File: src/rtl/r_if_stage.sv
// r_if_stage: fetch/decode/issue FSM feeding R-type instructions from a synchronous instruction memory.
module r_if_stage #(
    parameter int PC_W     = 6,
    parameter int START_PC = 0
) (
    input  logic            clka,
    input  logic            rsta,
    output logic [PC_W-1:0] im_addr,
    input  logic [31:0]     im_data,
    input  logic            ex_ready,
    output logic            valid,
    output logic [4:0]      rs,
    output logic [4:0]      rt,
    output logic [4:0]      rd,
    output logic [2:0]      alu_op,
    output logic [PC_W-1:0] pc_out,
    output logic            halt
);
    typedef enum logic [1:0] {FETCH, DECODE, ISSUE, HALT} state_t;
    state_t state, state_n;
    logic [PC_W-1:0] pc;
    logic [2:0] op;
    logic legal, nop, rtype, unused;
    assign unused = ^im_data[10:6];
    assign im_addr = pc;
    assign valid = state == ISSUE;
    assign halt = state == HALT;
    assign nop = im_data == 32'h0;
    assign rtype = im_data[31:26] == 6'h00 && legal && !nop;
    always_comb begin
        legal = 1'b1;
        op = 3'b000;
        case (im_data[5:0])
            6'h24: op = 3'b000;
            6'h25: op = 3'b001;
            6'h20: op = 3'b010;
            6'h26: op = 3'b011;
            6'h27: op = 3'b100;
            6'h2B: op = 3'b101;
            6'h22: op = 3'b110;
            6'h2A: op = 3'b111;
            default: legal = 1'b0;
        endcase
    end
    always_comb begin
        state_n = state;
        case (state)
            FETCH:  state_n = DECODE;
            DECODE: state_n = nop ? FETCH : rtype ? ISSUE : HALT;
            ISSUE:  state_n = ex_ready ? FETCH : ISSUE;
            HALT:   state_n = HALT;
            default: state_n = FETCH;
        endcase
    end
    // pc only advances on a retired NOP or an accepted issue; illegal words leave it on the offender
    always_ff @(posedge clka or posedge rsta) begin
        if (rsta) begin
            state  <= FETCH;
            pc     <= PC_W'(START_PC);
            rs     <= '0;
            rt     <= '0;
            rd     <= '0;
            alu_op <= '0;
            pc_out <= '0;
        end else begin
            state <= state_n;
            if ((state == DECODE && nop) || (state == ISSUE && ex_ready))
                pc <= pc + 1'b1;
            if (state == DECODE && rtype) begin
                rs     <= im_data[25:21];
                rt     <= im_data[20:16];
                rd     <= im_data[15:11];
                alu_op <= op;
                pc_out <= pc;
            end
        end
    end
endmodule

File: config.mk
export PLATFORM = sky130hd
export DESIGN_NAME = r_if_stage
export DESIGN_NICKNAME = d
export VERILOG_FILES = /design/src/rtl/r_if_stage.sv
export SDC_FILE = /design/constraint.sdc
export NUM_CORES = 1
export LEC_CHECK = 0
export BUFFER_PORTS_ARGS = -buffer_cell sky130_fd_sc_hd__buf_4
export CORE_ASPECT_RATIO = 0.6
export CORE_MARGIN = 2
export CORE_UTILIZATION = 44
export DETAILED_ROUTE_END_ITERATION = 8
export PLACE_DENSITY = 0.76
export SETUP_SLACK_MARGIN = 0.5
export SLEW_MARGIN = 20
export SYNTH_ARGS = -nofsm -noshare
export SYNTH_HDL_FRONTEND = slang
export SYNTH_SLANG_ARGS = --single-unit
export TNS_END_PERCENT = 10
File: constraint.sdc
create_clock -name clka -period 2.23 [get_ports clka]
set_input_delay 0.446 -clock clka [delete_from_list [all_inputs] [get_ports clka]]
set_output_delay 0.446 -clock clka [all_outputs]
set_load 0.01 [all_outputs]
==> results of run 1 <==
per-layer routing:
| layer | global-route usage [%] | up-vias |
|---|---|---|
| met5 | 0 | - |
| met4 | 8.333 | 0 |
| met3 | 8.254 | 7 |
| met2 | 32.40 | 75 |
| met1 | 25.51 | 668 |
| li1 | - | 656 |
synth_stat cells:
cell type | instances | share of area, %
buf_2 | 1 | 0.30
a32o_1 | 1 | 0.60
maj3_1 | 1 | 0.60
inv_1 | 6 | 1.3
o211ai_1 | 4 | 1.8
clkbuf_1 | 4 | 0.90
nand3_1 | 6 | 1.8
mux2_4 | 19 | 17
or3_1 | 2 | 0.75
xor2_1 | 1 | 0.52
mux2_2 | 7 | 4.7
nand3b_1 | 1 | 0.45
dfrtp_1 | 32 | 48
nor4_1 | 7 | 2.6
o21ai_0 | 3 | 0.90
nor2_1 | 6 | 1.3
nor4b_1 | 1 | 0.52
nor3_1 | 2 | 0.60
or4b_1 | 1 | 0.60
o211a_1 | 1 | 0.60
a311oi_1 | 3 | 1.6
nand4_1 | 2 | 0.75
nand2b_1 | 4 | 1.5
a31oi_1 | 3 | 1.1
nand4b_1 | 2 | 1.0
buf_6 | 1 | 0.67
and2_1 | 1 | 0.37
nand2_1 | 2 | 0.45
o21a_1 | 1 | 0.45
o31ai_1 | 2 | 0.90
or4_1 | 4 | 1.8
nor4_2 | 1 | 0.75
ha_1 | 1 | 0.75
buf_8 | 1 | 0.90
buf_12 | 1 | 1.2
registers in the layout (all words and copies together), names as in the netlist:
register and cells:
rd 5, im_addr 6, state 2, pc_out 6, rs 5, alu_op 3, rt 5
critical path, cell delays in order, from the launching register on:
cell and delay, ns:
dfrtp_1 0.39, nor3_2 0.25, nand3_2 0.11, or4b_4 0.52
buf_8 0.19, mux2_4 0.30
power groups by stage:
stage / Clock, W / Sequential [W] / Combinational (W)
4_1_cts: 0.000463 / 0.000641 / 0.000212
3_5_place_dp: 0 / 0.000652 / 0.000210
6_report: 0.000448 / 0.000641 / 0.000211
5_1_grt: 0.000492 / 0.000645 / 0.000229
3_3_place_gp: 0 / 0.000650 / 0.000201
2_1_floorplan: 0 / 0.000651 / 0.0000902
stage by stage:
stage	worst slack (ns)	hold WS, ns	utilization (%)
floorplan	0.2388	0.5424	-
global placement	0.08372	0.4966	60.57
detailed placement	0.003439	0.4972	60.57
CTS	0.3518	0.2608	63.58
global route	0.2956	0.2900	64.26
finish	0.3510	0.2514	64.26
cells by family after synthesis:
family                     share of synthesized area [%]
AOI/OAI and AO/OA                                  7.922
xor gates and xnor gates                          0.5233
adders and majority gates                          1.345
buffers and inverters                              5.306
DFF                                                47.83
muxes                                              21.75
and+or+nand+nor                                    15.32
repair_timing:
action                     4_1_cts  5_1_grt
pin swaps                        2        2
resized for setup                5        2
setup endpoints to repair       26       29
setup buffers                    0        2
worst paths after layout:
path	end	slack, ns	cells after the start
worst max-delay path	alu_op[0]$_DFFE_PP0P_	0.35	5
worst min-delay path	rs[3]$_DFFE_PP0P_	0.25	3
worst max register to register	alu_op[0]$_DFFE_PP0P_	0.35	5
worst min register to register	rs[3]$_DFFE_PP0P_	0.51	1
max in group asynchronous	pc_out[5]$_DFFE_PP0P_	1.68	3
min in group clka	state[1]$_DFF_PP0_	0.37	2
cell type report:
cell class              count  share of cell area [%]
flip-flops and latches     32                   34.06
well taps                  47                   2.501
inverters                   6                  0.9580
repair buffers             74                   24.11
clock buffers               8                   3.832
multi-input cells          89                   34.54
==> results.md, run 1 <==
- Status: finished clean
- First-pass GRT wire length: 6706 um
- Req. time, crit path: between 2 and 2.5 ns
- Syn nets: 171
- Worst Skew: 0.005256 ns
- Crit. Startpoint: state[1]$_DFF_PP0_
- Pwr/cell area: about 550 nW/um^2
- Gr ovfl total: 0
- DR WL met3: ~370 um
- Register bit total from synthesis: 32
- # fillers: 300
- CTS Sinks: 32
- Int Pwr: around 0.00097 W
- Max-Cap Viols: 0
- Dpl cell area: 2216 sq um
- DRT iter0 DRCs: 60
- Sequential Area: 800.8 sq um
- Core region area: 3659 sq um
- NumNets Final: 244
- Inserted Diodes: 0
- Synthesized area: roughly 1700 sq um
- Yosys cell types: 35
- Max transition margin: between 60% and 70%
- Placed Cells: 246
- Clock Latency Late Sink: between 0.2 and 0.3 ns
- Final Cell Area: ~2400 sq um
- Clock slew at reported path FFs: 0.06 ns
- Sequential power share: 49.3%
- I/O Buffers: 66
- Total track usage: 20.52%
- Synth Instances: between 100 and 150
- Vias/cell: 5.492
- Total Neg Setup Slack: 0 ns
- Most common cell after layout, fill and taps aside: buf_4
- Critical Path Sink Type: flop
- Initial antenna violation count: 0
- GPL Wtd Cong: 0.7803
- DP Wirelength: 3016 um
- Die area: 4330 sq um
- Post-route ant nets: 0
- TritonCTS buffer count: 5
- Area grow syn2layout: 40.43%
- Hold Fails Final Rpt: 0
- Startpoint types: flop
- Final setup violation count: 0
- Clock power share: 34.5%
- Highest-count cells in the layout ignoring fill and taps: buf_4, dfrtp_1, mux2_4
- Arrival time at the worst endpoint: between 2 and 2.5 ns
- Worst R2R Start: state[1]$_DFF_PP0_
- Hold crit path type: input pin to asynchronous set/reset pin
- Critical-path maximum fanout: 14
- CP Class: flop to flop
- Number of global-route vias before repair: 1396
- Detailed Route WL: 4112 um
- Chip Height: 51.78 um
- Metal-1 WL: 1758 um
- Number of remaining DRC errors: 0
- CTS tree: yes
- Post-synthesis sequential area ratio: 47.83%
- CTS Root Cell: clkbuf_8
- CTS H-tree depth: 2
- Leakage: 1.192 nW
- Largest net degree at the start of global routing: 33
- Max Freq: between 500 and 600 MHz
- Net Sw Frac: 25.34%
- Max clock buf depth: 2
- Yosys warns: 0
- Switch Pwr: 0.0003295 W
- Minimum clock period: 1.879 ns
- Syn avg cell area: 12.40 sq um
- Worst Tran Pin Value: 0.5486 ns
- Worst vdd ir: 251.0 uV
- Row cnt: 17
- Initial core utilization: 45.76%
- Die X-Extent: 83.63 um
- Finished Layout Cells: 256
- WL per Instance: ~16 um
- # hold bufs at CTS: 0
- RSZ-0062 raised after global routing: true
- Max layer used: met4
- PnR Total Power: 0.001300 W
- Via Count: 1406
- Combinational fraction of design power: between 10% and 20%
- Total iterations of the first detailed-routing run: 4
- I/O pins: 67
- Final Cycle Share: 84.26%
- Multi-input combinational cell area: 812.0 sq um
- Slew Limit Fails: 0
- Share of cells above drive strength 1: 53.11%
- Met2 routed WL: approximately 1900 um
Note: power is estimated with default switching activity, not from simulation.
==> run 2: changes to the inputs <==
Clock period 2.23 ns to 1.8 ns, I/O delays scaled along.
==> results.md, run 2 (synthesized netlist as in run 1, its figures left out) <==
- Status: finished, violations left
- Failing checks: setup timing
- Req. time, crit path: 1.97 ns
- Initial antenna violation count: 0
- Share of cells above drive strength 1: 62.61%
- DP Wirelength: roughly 3200 um
- Max Freq: 555.2 MHz
- CTS Sinks: 32
- Leakage: 1.292 nW
- Startpoint types: flop
- Worst Skew: ~0.0052 ns
- Worst Slack Setup Final: -0.001136 ns
- Inserted Diodes: 0
- Fin util: 71.72%
- Final setup violation count: 1
- NumNets Final: 258
- RSZ-0062 raised after global routing: true
- CTS H-tree depth: 2
- Final Cycle Share: 100.1%
- Most common cell after layout, fill and taps aside: buf_4
- Area grow syn2layout: 56.73%
- Gr ovfl total: 0
- CTS Root Cell: clkbuf_8
- Total iterations of the first detailed-routing run: 4
- Via Count: approximately 1500
- Max clock buf depth: 2
- Core region area: 3659 sq um
- I/O Buffers: 66
- Pwr/cell area: 633.7 nW/um^2
- # hold bufs at CTS: 0
- Chip Height: 51.78 um
- Slew Limit Fails: 0
- Largest net degree at the start of global routing: 33
- WL per Instance: 17.64 um
- I/O pins: 67
- Worst vdd ir: roughly 360 uV
- Clock slew at reported path FFs: 0.06 ns
- Hold crit path type: input pin to asynchronous set/reset pin
- Row cnt: 17
- Worst Tran Pin Value: 0.4575 ns
- Vias/cell: 5.532
- Pre-CTS setup slack: -0.3227 ns
- CTS tree: yes
- GPL Wtd Cong: roughly 0.77
- Minimum clock period: 1.801 ns
- Dpl cell area: 2333 sq um
- Number of remaining DRC errors: 0
- Hold Fails Final Rpt: 0
- Post-route ant nets: 0
- Max transition margin: 69.41%
- First-pass GRT wire length: 7610 um
- Number of global-route vias before repair: 1573
- Total track usage: between 20% and 30%
- Detailed Route WL: 4744 um
- Initial core utilization: 45.76%
- TritonCTS buffer count: 5
- Critical-path maximum fanout: 18
- CP Class: flop to flop
- Clock Latency Late Sink: 0.28 ns
- Highest-count cells in the layout ignoring fill and taps: buf_4, dfrtp_1, mux2_4
- Max-Cap Viols: 0
- Die X-Extent: 83.63 um
- Die area: 4330 sq um
- Arrival time at the worst endpoint: 1.97 ns
- Final Cell Area: 2624 sq um
- DRT iter0 DRCs: 63
- Critical Path Sink Type: flop
[run 2: worst paths after layout]
check                                        start  cells after the start                      to  slack [ns]
worst min register to register   rd[1]$_DFFE_PP0P_                      1       rd[1]$_DFFE_PP0P_        0.51
worst min-delay path                          rsta                      3       rs[1]$_DFFE_PP0P_        0.16
min in group clka                         ex_ready                      2      state[1]$_DFF_PP0_        0.26
max in group asynchronous                     rsta                      3  im_addr[5]$_DFFE_PP0P_        1.32
worst max-delay path            state[1]$_DFF_PP0_                      5   pc_out[3]$_DFFE_PP0P_      -0.001
worst max register to register  state[1]$_DFF_PP0_                      5   pc_out[3]$_DFFE_PP0P_      -0.001
[run 2: repair_timing]
| item | CTS | global route |
|---|---|---|
| gates cloned | 0 | 0 |
| gates resized for setup | 29 | 12 |
| setup endpoints to repair | 37 | 38 |
| pin swaps | 10 | 10 |
| setup buffers | 1 | 1 |
[run 2: metrics by stage]
stage	hold WS (ns)	setup TNS [ns]	instances	total power [W]
3_3_place_gp	0.4746	-6.805	260	0.001077
2_1_floorplan	0.4564	-1.971	135	0.0009188
4_1_cts	0.1684	-0.0003955	268	0.001633
6_report	0.1608	-0.001136	269	0.001663
3_5_place_dp	0.4753	-8.062	260	0.001091
5_1_grt	0.1919	-1.173	269	0.001746
[run 2: report_power, final]
part           switching [W]  internal, W
sequential         0.0000508     0.000748
clock               0.000260     0.000263
combinational       0.000157     0.000185
total               0.000467      0.00120
[run 2: critical path: stages (launching register included)]
cell,delay [ns]
dfrtp_1,0.41
nor3_4,0.16
nand3_2,0.10
or4b_4,0.52
buf_12,0.19
mux2_4,0.30
[run 2: cell type report]
type | count | area [sq um]
Clock buffer | 6 | 72.57
Clock inverter | 1 | 5.005
Fill cell | 253 | 1035
Inverter | 6 | 22.52
Multi-Input combinational cell | 89 | 947.2
Sequential cell | 32 | 803.3
Tap cell | 47 | 58.81
Timing Repair Buffer | 88 | 714.4
[run 2: layer usage]
layer | track usage, % | vias up | share of wire [%]
li1 | - | 680 | -
met4 | 11.29 | 0 | 2.1
met5 | 0 | - | 0
met3 | 8.413 | 11 | 7.9
met1 | 26.84 | 722 | 42
met2 | 40.00 | 75 | 48
==> run 3: changes to the inputs <==
Settings changed: ABC_AREA set to 1, PLACE_DENSITY 0.76 to 0.75.
==> results.md, run 3 <==
- Minimum clock period: ~1.4 ns
- Clock Latency Late Sink: 0.29 ns
- Clock slew at reported path FFs: 0.07 ns
- Via Count: 1790
- Crit path largest cell delay: 0.40 ns
- Max clock buf depth: 2
- Post-synthesis sequential area ratio: 46.78%
- Core region area: 3701 sq um
- NumNets Final: 338
- TritonCTS buffer count: 5
- CP cell instances: inv_2, nor2_4, buf_4
- Placed Cells: 333
- Yosys cell types: 21
- Initial antenna violation count: 0
- DP Wirelength: 3299 um
- Row cnt: 17
- Area grow syn2layout: 46.34%
- RSZ-0062 raised after global routing: true
- WP buf/inv: 2
- Worst Tran Pin Value: roughly 0.41 ns
- Async S/R FF share, synth: 100.0%
- Stages on worst setup path: 3
- Finished Layout Cells: 350
- CTS Root Cell: clkbuf_8
- # hold bufs at CTS: 0
- I/O pins: 67
- Yosys top cell by area: dfrtp_1
- Vias/cell: 5.114
- Total iterations of the first detailed-routing run: 4
- Critical-path maximum fanout: 3
- Gr ovfl total: 0
- Commonest cells in the netlist: nand2_1, dfrtp_1, nor2_1
- Die X-Extent: 84.52 um
- # fillers: 311
- Syn avg cell area: 7.676 sq um
- Highest-count cells in the layout ignoring fill and taps: nand2_1, buf_4, dfrtp_1
- Slew Limit Fails: 0
- Detailed Route WL: 4768 um
- CTS H-tree depth: 2
- Slowest stage cell, crit path: dfrtp_1
- Largest net degree at the start of global routing: 33
- CTS Sinks: 32
- WL per Instance: ~14 um
- Number of remaining DRC errors: 0
- Syn nets: 259
- Post-route ant nets: 0
- Die area: 4421 sq um
- Yosys warns: 0
- Most common cell in the synthesized netlist: nand2_1
- GPL Wtd Cong: 0.8922
- Worst Skew: 0.009271 ns
- Total Neg Setup Slack: 0 ns
- Synth Instances: 223
- Pwr/cell area: 699.9 nW/um^2
- Max-Cap Viols: 0
- First-pass GRT wire length: 7327 um
- Top delay family on crit path: flip-flops
- Req. time, crit path: 1.44 ns
- Arrival time at the worst endpoint: 1.00 ns
- I/O Buffers: 66
- Final setup violation count: 0
- Synthesized area: roughly 1700 sq um
- Worst vdd ir: roughly 470 uV
- Startpoint types: flop
- Total track usage: 21.97%
- DRT iter0 DRCs: 130
- Hold crit path type: input pin to asynchronous set/reset pin
- Max transition margin: between 70 and 80%
- Critical Path Sink Type: output pin
- EDFF count, synth: 0
- Final Cycle Share: between 70 and 80%
- Initial core utilization: 46.25%
- CP Class: flop to output pin
- Number of global-route vias before repair: around 1500
- Primary FF master, synth: dfrtp_1
- Status: finished clean
- Share of cells above drive strength 1: roughly 36%
- Hold Fails Final Rpt: 0
- Synth top area cells: dfrtp_1, nand2_1, nand4_1, nor2_1, nand3_1
- Max Freq: approximately 730 MHz
- Chip Height: ~52 um
- Inserted Diodes: 0
- R2R depth: 6
- Most common cell after layout, fill and taps aside: nand2_1
- Share of the synthesized area in the top cell type: around 47%
- Register bit total from synthesis: 32
- CTS tree: yes
- Leakage: 1.394 nW
run 3: cell count changes in the layout (fill, tap and decap cells not counted), sizes merged, moves of 11 or more:
cell / before / now
nand2: 2 / 84
nor2: 6 / 31
mux2: 26 / 0
nand3: 6 / 18
inv: 6 / 18
nand4: 2 / 24
buf: 88 / 77
run 3: logic make-up after synthesis:
kind of cell    share of synthesized area (%)
compound gates                          1.170
xor+xnor                                2.047
fa+ha+maj                              0.7309
buf+inv                                 7.018
flops                                   46.78
simple gates                            42.25
run 3: routing by layer:
metal	vias up	part of all wire (%)	routed length (um)	track usage, %
met5	-	0	0	0
met4	0	1.3	61	8.466
met2	66	44	2087	32.28
met3	8	6.9	327	6.929
li1	894	-	-	-
met1	822	48	2292	30.44
run 3: worst register-to-register path, stage by stage, from the launching register on:
cell     delay (ns)
dfrtp_1        0.42
buf_4          0.16
nor2_4         0.22
buf_12         0.16
nand3_4        0.12
nand2_1        0.10
nand2_1        0.05
run 3: timing repair:
action                                  in CTS  in global routing
hold endpoints to repair                     0                  0
pin swaps                                    3                  3
buffers inserted                             3                  3
resized for setup                            4                 11
cloned                                       1                  2
endpoints found under the setup margin      27                 36
run 3: worst paths after layout:
| path | end | slack, ns | from |
|---|---|---|---|
| max | valid | 0.44 | state[1]$_DFF_PP0_ |
| min | alu_op[1]$_DFFE_PP0P_ | 0.15 | rsta |
| max reg2reg | rs[4]$_DFFE_PP0P_ | 0.48 | state[1]$_DFF_PP0_ |
| min reg2reg | rt[0]$_DFFE_PP0P_ | 0.48 | rt[0]$_DFFE_PP0P_ |
| max in group asynchronous | state[0]$_DFF_PP0_ | 1.32 | rsta |
| min in group clka | rt[2]$_DFFE_PP0P_ | 0.32 | im_data[18] |
run 3: layout make-up:
| cell class | count | area (sq um) | share of cell area (%) |
|---|---|---|---|
| clock buffers | 6 | 72.57 | 2.897 |
| inverters | 18 | 67.56 | 2.697 |
| flip-flops and latches | 32 | 802.0 | 32.02 |
| multi-input cells | 168 | 867.1 | 34.62 |
| repair buffers | 77 | 601.8 | 24.03 |
| well taps | 47 | 58.81 | 2.348 |
| clock inverters | 2 | 35.03 | 1.399 |
run 3: per-stage QoR:
step | power [W] | cell area [sq um] | util, % | hold WS, ns | setup slack (ns)
global route | 0.001837 | 2505 | 67.68 | 0.2010 | 0.3891
CTS | 0.001761 | 2405 | 64.98 | 0.1616 | 0.4234
global placement | 0.001073 | 2251 | 60.82 | 0.4563 | 0.1737
detailed placement | 0.001078 | 2251 | 60.82 | 0.4615 | 0.1302
finish | 0.001753 | 2505 | 67.68 | 0.1547 | 0.4365
floorplan | 0.0009238 | 1712 | - | 0.4762 | 0.5233
run 3: power by group:
part | total, W | internal, W | switching (W)
logic | 0.000277 | 0.000137 | 0.000140
registers | 0.000801 | 0.000749 | 0.0000525
clock network | 0.000675 | 0.000410 | 0.000264
total | 0.00175 | 0.00130 | 0.000457
